**src/rtl/kmkz_prefetch_buf.sv**
```systemverilog
// Instruction prefetch buffer: word fetches are split into halfword slots of a
// circular buffer and re-assembled into 16/32-bit instructions for the decoder.
module kmkz_prefetch_buf #(
    parameter int unsigned DEPTH    = 8,
    parameter logic [31:0] RESET_PC = 32'h0000_0000
) (
    input  logic                     clk_i,
    input  logic                     rst_i,
    output logic                     mem_req_o,
    output logic [31:0]              mem_addr_o,
    input  logic                     mem_ack_i,
    input  logic [31:0]              mem_data_i,
    output logic [31:0]              instr_o,
    output logic                     comp_o,
    output logic [31:0]              pc_o,
    output logic                     valid_o,
    input  logic                     ready_i,
    input  logic                     branch_i,
    input  logic [31:0]              branch_pc_i,
    output logic [$clog2(DEPTH):0]   level_o
);

    localparam int AW = $clog2(DEPTH);
    localparam int LW = AW + 1;

    typedef logic [AW-1:0] ptr_t;
    typedef logic [LW-1:0] cnt_t;

    // Two free slots are needed to accept a full word without overflowing.
    localparam cnt_t REQ_MAX = cnt_t'(DEPTH - 2);

    logic [15:0] slots_q [DEPTH];
    ptr_t        rd_ptr_q, rd_ptr_d;
    ptr_t        wr_ptr_q, wr_ptr_d;
    cnt_t        count_q, count_d;
    logic [31:0] fetch_addr_q, fetch_addr_d;
    logic [31:0] pc_q, pc_d;
    logic        skip_q, skip_d;

    logic        flush;
    logic        push;
    logic        pop;
    logic [1:0]  push_n;
    logic [1:0]  pop_n;
    logic [15:0] head_lo;
    logic [15:0] head_hi;

    // Head decode, handshakes and per-cycle slot counts.
    always_comb begin
        head_lo   = slots_q[rd_ptr_q];
        head_hi   = slots_q[rd_ptr_q + ptr_t'(1)];
        comp_o    = head_lo[1:0] != 2'b11;
        instr_o   = {head_hi, head_lo};
        flush     = rst_i || branch_i;
        mem_req_o = !flush && (count_q <= REQ_MAX);
        push      = mem_req_o && mem_ack_i;
        valid_o   = !flush && ((count_q >= cnt_t'(1) && comp_o) || count_q >= cnt_t'(2));
        pop       = valid_o && ready_i;
        push_n    = push ? (skip_q ? 2'd1 : 2'd2) : 2'd0;
        pop_n     = pop ? (comp_o ? 2'd1 : 2'd2) : 2'd0;
    end

    // NOTE: every next-state value gets its hold default first so no path
    // through this block leaves a variable unassigned and infers a latch.
    always_comb begin
        rd_ptr_d     = rd_ptr_q;
        wr_ptr_d     = wr_ptr_q;
        fetch_addr_d = fetch_addr_q;
        pc_d         = pc_q;
        skip_d       = skip_q;
        count_d      = count_q + cnt_t'(push_n) - cnt_t'(pop_n);

        if (push) begin
            wr_ptr_d     = wr_ptr_q + ptr_t'(push_n);
            fetch_addr_d = fetch_addr_q + 32'd4;
            skip_d       = 1'b0;
        end
        if (pop) begin
            rd_ptr_d = rd_ptr_q + ptr_t'(pop_n);
            pc_d     = pc_q + {29'd0, pop_n, 1'b0};
        end

        // A redirect discards anything that arrived or left this cycle.
        if (branch_i) begin
            rd_ptr_d     = '0;
            wr_ptr_d     = '0;
            count_d      = '0;
            fetch_addr_d = branch_pc_i & ~32'd3;
            pc_d         = branch_pc_i & ~32'd1;
            skip_d       = branch_pc_i[1];
        end
    end

    // NOTE: sequential state uses non-blocking assignments so every register
    // samples the pre-edge values of its peers.
    always_ff @(posedge clk_i) begin
        if (rst_i) begin
            rd_ptr_q     <= '0;
            wr_ptr_q     <= '0;
            count_q      <= '0;
            fetch_addr_q <= {RESET_PC[31:2], 2'b00};
            pc_q         <= {RESET_PC[31:1], 1'b0};
            skip_q       <= RESET_PC[1];
        end else begin
            rd_ptr_q     <= rd_ptr_d;
            wr_ptr_q     <= wr_ptr_d;
            count_q      <= count_d;
            fetch_addr_q <= fetch_addr_d;
            pc_q         <= pc_d;
            skip_q       <= skip_d;
        end
    end

    // NOTE: the slot array carries no reset; a slot is only read once count
    // says it was written, so clearing it would buy nothing.
    always_ff @(posedge clk_i) begin
        if (push) begin
            if (skip_q) begin
                slots_q[wr_ptr_q] <= mem_data_i[31:16];
            end else begin
                slots_q[wr_ptr_q]              <= mem_data_i[15:0];
                slots_q[wr_ptr_q + ptr_t'(1)]  <= mem_data_i[31:16];
            end
        end
    end

    assign mem_addr_o = fetch_addr_q;
    assign pc_o       = pc_q;
    assign level_o    = count_q;

endmodule

```
**config.mk**
```make
export PLATFORM = sky130hd
export DESIGN_NAME = kmkz_prefetch_buf
export DESIGN_NICKNAME = d
export VERILOG_FILES = /design/src/rtl/kmkz_prefetch_buf.sv
export SDC_FILE = /design/constraint.sdc
export NUM_CORES = 1
export LEC_CHECK = 0
export ABC_AREA = 1
export ABC_CLOCK_PERIOD_IN_PS = 6200
export CAP_MARGIN = 20
export CELL_PAD_IN_SITES_DETAIL_PLACEMENT = 1
export CELL_PAD_IN_SITES_GLOBAL_PLACEMENT = 1
export CORE_MARGIN = 2
export CORE_UTILIZATION = 44
export DETAILED_ROUTE_END_ITERATION = 16
export GPL_TIMING_DRIVEN = 0
export PLACE_DENSITY = 0.93
export RECOVER_POWER = 100
export SLEW_MARGIN = 30
export SYNTH_ARGS = -nofsm -noshare
export SYNTH_HDL_FRONTEND = slang
export SYNTH_SLANG_ARGS = --single-unit
```
**constraint.sdc**
```tcl
create_clock -name clk_i -period 6.2 [get_ports clk_i]
set_input_delay 1.86 -clock clk_i [delete_from_list [all_inputs] [get_ports clk_i]]
set_output_delay 1.86 -clock clk_i [all_outputs]
set_load 0.01 [all_outputs]
```
==> impl_metrics.yaml, run 1 <==
hold_path:
  hp-class: "flop to flop"
pwr:
  switching_share_pct: 27.0
  switchingPower_w: 0.000935
  p_int_w: 0.00253
  p_per_area_nw_per_um2: 220
  clkPwrFrac_pct: 42.0
  seqPwrFrac_pct: 44.1
  vdd_drop_max_v: 0.000176
  p_comb_share_pct: 13.9
  leakage_nw: 6.35
synthesis:
  synth.most_common_cell: "nand2_1"
  synth_async_sr_flop_share_pct: 0
  synthFlopType: "edfxtp_1"
  synth_commonest_cells: "nand2_1, o21ai_0, nor2_1"
  ys_ff_latch: 203
  synth_area_leader_cell: "edfxtp_1"
  synth_area_um2: 12800
  yosysSeqAreaShare_pct: 41.8
  synth-edff-count: 128
  synth.area.top_cells: "edfxtp_1, nand2_1, dfxtp_1"
  postSynthCellCount: 1774
  synth.top_cell.area_share_pct: 30.1
  ys_warn_count: 0
  ys_types: 45
  syn_area_per_cell_um2: 7.21
clock_network:
  clkTransAtPathRegs_ns: 0.06
  clock_sinks: 203
  cts_tree: "built"
  clk_latency_ns: 0.54
  numCtsBuffers: 24
  clk_path_buf_depth: 3
  cts_resized: 0
  ctsHoldBuffers: 0
  htree_levels: 1
  root_buffer: "clkbuf_16"
timing:
  final.setup.tns_ns: 0
  clock_skew_ns: 0.0146
  period_share_pct: 95.4
  worst_pin_slew_ns: 1.34
  slew_headroom_pct: 9.69
  setup_viol: 0
  rsz0062_at_grt: "no"
  hold_violations: 0
  fin_crit_ns: 5.91
  setup_ws_ns: 0.288
  fmax_mhz: 169
  slew_viol_final: 0
critical_path:
  critPathMaxFanout: 8
  critical_path_class: "input port to output pin"
  setup.worst_path.end_class: "output pin"
  worstPathArrival_ns: 4.05
  cpMostUsedCell: "dlygate4sd3_1"
  worstPathRequired_ns: 4.34
  path_cells: "dlygate4sd3_1, nor2_4, inv_1, a21oi_1, dlygate4sd3_1"
  start_kind: "input port"
  crit_path_top_delay_cell: "dlygate4sd3_1"
  slowest_delay_ns: 0.68
routing:
  first_pass_iters: 5
  wl_um: 57700
  drt_iter0_drc: 1528
  drc: 0
  dr_total_vias: 14600
  detail_route.wl_per_cell_um: 24.2
  ant_nets: 0
  vias_per_cell: 6.14
global_route:
  grt_pass1_vias: 15400
  antenna_found_initial: 4
  grt_max_degree: 13
  grt_pass1_wl_um: 87700
  grt_overflow: 0
  track_usage_pct: 37.2
floorplanning:
  rows: 62
  core_um2: 28600
  die_h_um: 174
  initial_utilization_pct: 44.7
  dieArea_um2: 30400
  pin_count: 172
  die_width_um: 174
flow_run:
  drv_cap: 0
finish:
  nets: 2071
  syn_to_final_growth_pct: 23.2
  utilization_pct: 55.0
  drive_gt1_share_pct: 4.70
placement:
  place_ws_ns: -0.293
  gp_congestion: 0.998
  place_hpwl_um: 42600
  port-buffer-count: 167
status:
  outcome: "finished clean"
-- layout by cell type (no fill, tap or decap), types with 16 or more instances in the layout --
master and instances:
dfxtp_1 75, xor2_1 25, nor3_1 29, clkdlybuf4s50_1 67
inv_1 162, buf_2 16, nand3_1 72, a31oi_1 37
o21ai_0 292, edfxtp_1 128, nand2_1 441, o211ai_1 16
dlygate4sd3_1 100, a21oi_1 124, nor2_1 166, clkbuf_16 25
clkbuf_1 84
-- cell families (layout without fill, tap and decap cells) --
kind of cell,Yosys count,count (layout),share of synthesized area [%]
DFF,203,203,41.8
and+or+nand+nor,752,752,24.5
buffers and inverters,272,495,8.85
adders and majority gates,18,18,2.05
xor gates and xnor gates,31,31,2.12
AOI/OAI and AO/OA,497,497,20.7
other,1,5,0.0293
-- layer usage --
| layer | up-vias | routed length [um] | track usage (%) |
|---|---|---|---|
| met1 | 7034 | 20800 | 42.3 |
| met4 | 2 | 4160 | 23.7 |
| li1 | 6389 | - | - |
| met2 | 946 | 27500 | 64.5 |
| met3 | 274 | 5230 | 6.82 |
| met5 | - | 14 | 0 |
-- worst max-delay path: cells and delay by family --
| kind | cells | cell delay (ns) |
|---|---|---|
| AND/OR/NAND/NOR | 1 | 0.22 |
| AO/OA/AOI/OAI | 1 | 0.42 |
| buffers and inverters | 3 | 1.55 |
-- through the flow --
stage               area (um2)  power, W  std cells  hold slack [ns]
floorplan                12800   0.00178       1776            0.473
finish                   15800   0.00346       2385            0.527
global route             15800   0.00354       2383            0.552
CTS                      15900   0.00346       2379            0.528
detailed placement       15100   0.00203       2339            0.503
global placement         14900   0.00200       2327            0.491
-- state kept, by name, summed over array words and instances (netlist names), named ones only --
signal and cells:
level_o 4, wr_ptr_q 3, rd_ptr_q 3, slots_q 128, pc_o 31, skip_q 1
mem_addr_o 30
-- worst paths after layout --
kind,start,slack [ns],cells past startpoint,to
worst max-delay path,branch_i,0.29,5,valid_o
worst min-delay path,mem_addr_o[31],0.53,2,mem_addr_o[31]
worst max register to register,flop,1.73,19,pc_o[24]
worst min register to register,mem_addr_o[31],0.53,2,mem_addr_o[31]
-- power by group through the flow --
stage                     Combinational, W  Sequential (W)  Clock, W
after global routing              0.000516         0.00153   0.00149
final                             0.000481         0.00153   0.00145
after floorplan                   0.000233         0.00155         0
after global placement            0.000446         0.00155         0
after CTS                         0.000487         0.00153   0.00144
after detailed placement          0.000472         0.00156         0
-- cell type report --
cell class              instances  area (um2)
repair buffers                183        1780
multi-input cells            1301        6260
clock inverters                 9         120
clock buffers                  32         662
well taps                     384         480
fillers                      3648       12900
inverters                     168         636
plain buffers                 103         477
flip-flops and latches        203        5350
diodes                          2        5.00
-- what timing repair did --
action,4_1_cts,5_1_grt
endpoints found under the hold margin,0,0
endpoints found under the setup margin,1,1
pin swaps,0,1
buffers inserted,0,4
(Power assumes the default switching activity.)
==> inputs of run 2 (changes only) <==
==> constraint.sdc (replaced) <==
create_clock -name clk_i -period 6.2 [get_ports clk_i]
set_input_delay 1.24 -clock clk_i [delete_from_list [all_inputs] [get_ports clk_i]]
set_output_delay 1.24 -clock clk_i [all_outputs]
set_load 0.01 [all_outputs]
==> impl_metrics.yaml, run 2 (same netlist as run 1, synthesis figures left out) <==
routing:
  vias_per_cell: 6.13
  drt_iter0_drc: 1633
  wl_um: 57700
  dr_total_vias: 14600
  ant_nets: 0
  first_pass_iters: 10
  detail_route.wl_per_cell_um: 24.2
  drc: 0
critical_path:
  crit_path_top_delay_cell: "clkbuf_1"
  setup.worst_path.end_class: "flop"
  critPathMaxFanout: 11
  critical_path_class: "input port to flop"
  worstPathRequired_ns: 6.36
  start_kind: "input port"
  path_cells: "dlygate4sd3_1, nor2_4, nand2_1, nor2_1, nand2_1, nor2_1, inv_1, nor2_1, nand2_1, clkbuf_1, o21ai_0, clkbuf_1"
  critPathTopFamily: "simple AND/OR/NAND/NOR gates"
  slowest_delay_ns: 0.70
  worstPathArrival_ns: 5.77
  crit_buf_inv: 4
clock_network:
  clock_sinks: 203
  clk_latency_ns: 0.54
  clkTransAtPathRegs_ns: 0.06
  cts_setup_buffers: 0
  clk_path_buf_depth: 3
  cts_tree: "built"
  numCtsBuffers: 24
  cts_resized: 0
  root_buffer: "clkbuf_16"
  htree_levels: 1
  ctsHoldBuffers: 0
floorplanning:
  core_um2: 28600
  rows: 62
  dieArea_um2: 30400
  die_width_um: 174
  initial_utilization_pct: 44.7
  pin_count: 172
  die_h_um: 174
finish:
  mostFrequentLayoutCells: "nand2_1, o21ai_0, nor2_1"
  n_fill_cell: 3640
  final_common_cell: "nand2_1"
  regArea_um2: 5350
  multiInputGateArea_um2: 6250
  syn_to_final_growth_pct: 22.8
  drive_gt1_share_pct: 4.31
  regMostFlops: "slots_q"
  nets: 2068
  largest_reg_flops: 128
global_route:
  grt_overflow: 0
  grt_pass1_vias: 15400
  grt_pass1_wl_um: 87900
  grt_max_degree: 13
  track_usage_pct: 37.3
  antenna_found_initial: 5
timing:
  worst_pin_slew_ns: 1.38
  clock_skew_ns: 0.0135
  hold_violations: 0
  fmax_mhz: 178
  setup_viol: 0
  fin_crit_ns: 5.62
  period_share_pct: 90.6
  final.setup.tns_ns: 0
  rsz0062_at_grt: "no"
  slew_viol_final: 0
  slew_headroom_pct: 6.88
flow_run:
  drv_cap: 0
pwr:
  leakage_nw: 6.30
  p_per_area_nw_per_um2: 220
  power_w: 0.00346
  vdd_drop_max_v: 0.000177
placement:
  place_hpwl_um: 42600
  port-buffer-count: 167
  gp_congestion: 0.998
status:
  outcome: "finished clean"
hold_path:
  hp-class: "flop to flop"
-- run 2: per-layer routing --
layer / routed length, um / track usage (%) / up-vias
li1: - / - / 6374
met1: 21000 / 42.4 / 7040
met2: 27500 / 64.6 / 932
met3: 5060 / 6.85 / 261
met4: 4140 / 23.6 / 4
met5: 30 / 0 / -
-- run 2: path summary, 6_finish.rpt --
| path | depth (start not counted) | endpoint | slack (ns) | start |
|---|---|---|---|---|
| worst min-delay path | 2 | skip_q | 0.52 | skip_q |
| worst min register to register | 2 | skip_q | 0.52 | skip_q |
| worst max-delay path | 12 | slots_q[1][10] | 0.58 | branch_i |
| worst max register to register | 13 | slots_q[1][10] | 1.41 | level_o[3] |
-- run 2: worst register-to-register path, delay by kind of cell, from the launching register on --
family	cells	cell delay (ns)
DFF	1	0.35
adders and majority gates	1	0.21
buffers and inverters	4	1.27
and+or+nand+nor	7	2.08
AOI/OAI and AO/OA	1	0.48
-- run 2: metrics by stage --
stage	area (um2)	instances	hold slack [ns]	util, %	setup WS, ns
4_1_cts	15900	2380	0.528	55.4	0.837
5_1_grt	15700	2380	0.534	54.8	0.386
2_1_floorplan	12800	1776	0.473	-	2.05
3_3_place_gp	14900	2327	0.491	52.2	0.0716
3_5_place_dp	15100	2339	0.503	52.7	0.355
6_report	15700	2383	0.516	54.8	0.584
-- run 2: layout make-up --
type	count	share of cell area (%)
Timing Repair Buffer	179	10.9
Inverter	168	4.05
Clock buffer	32	4.22
Tap cell	384	3.06
Clock inverter	9	0.765
Sequential cell	203	34.0
Antenna cell	3	0.0478
Buffer	104	3.09
Multi-Input combinational cell	1301	39.8
-- run 2: power breakdown --
group / switching [W] / internal (W)
clock network: 0.000587 / 0.000867
logic: 0.000300 / 0.000179
registers: 0.0000471 / 0.00148
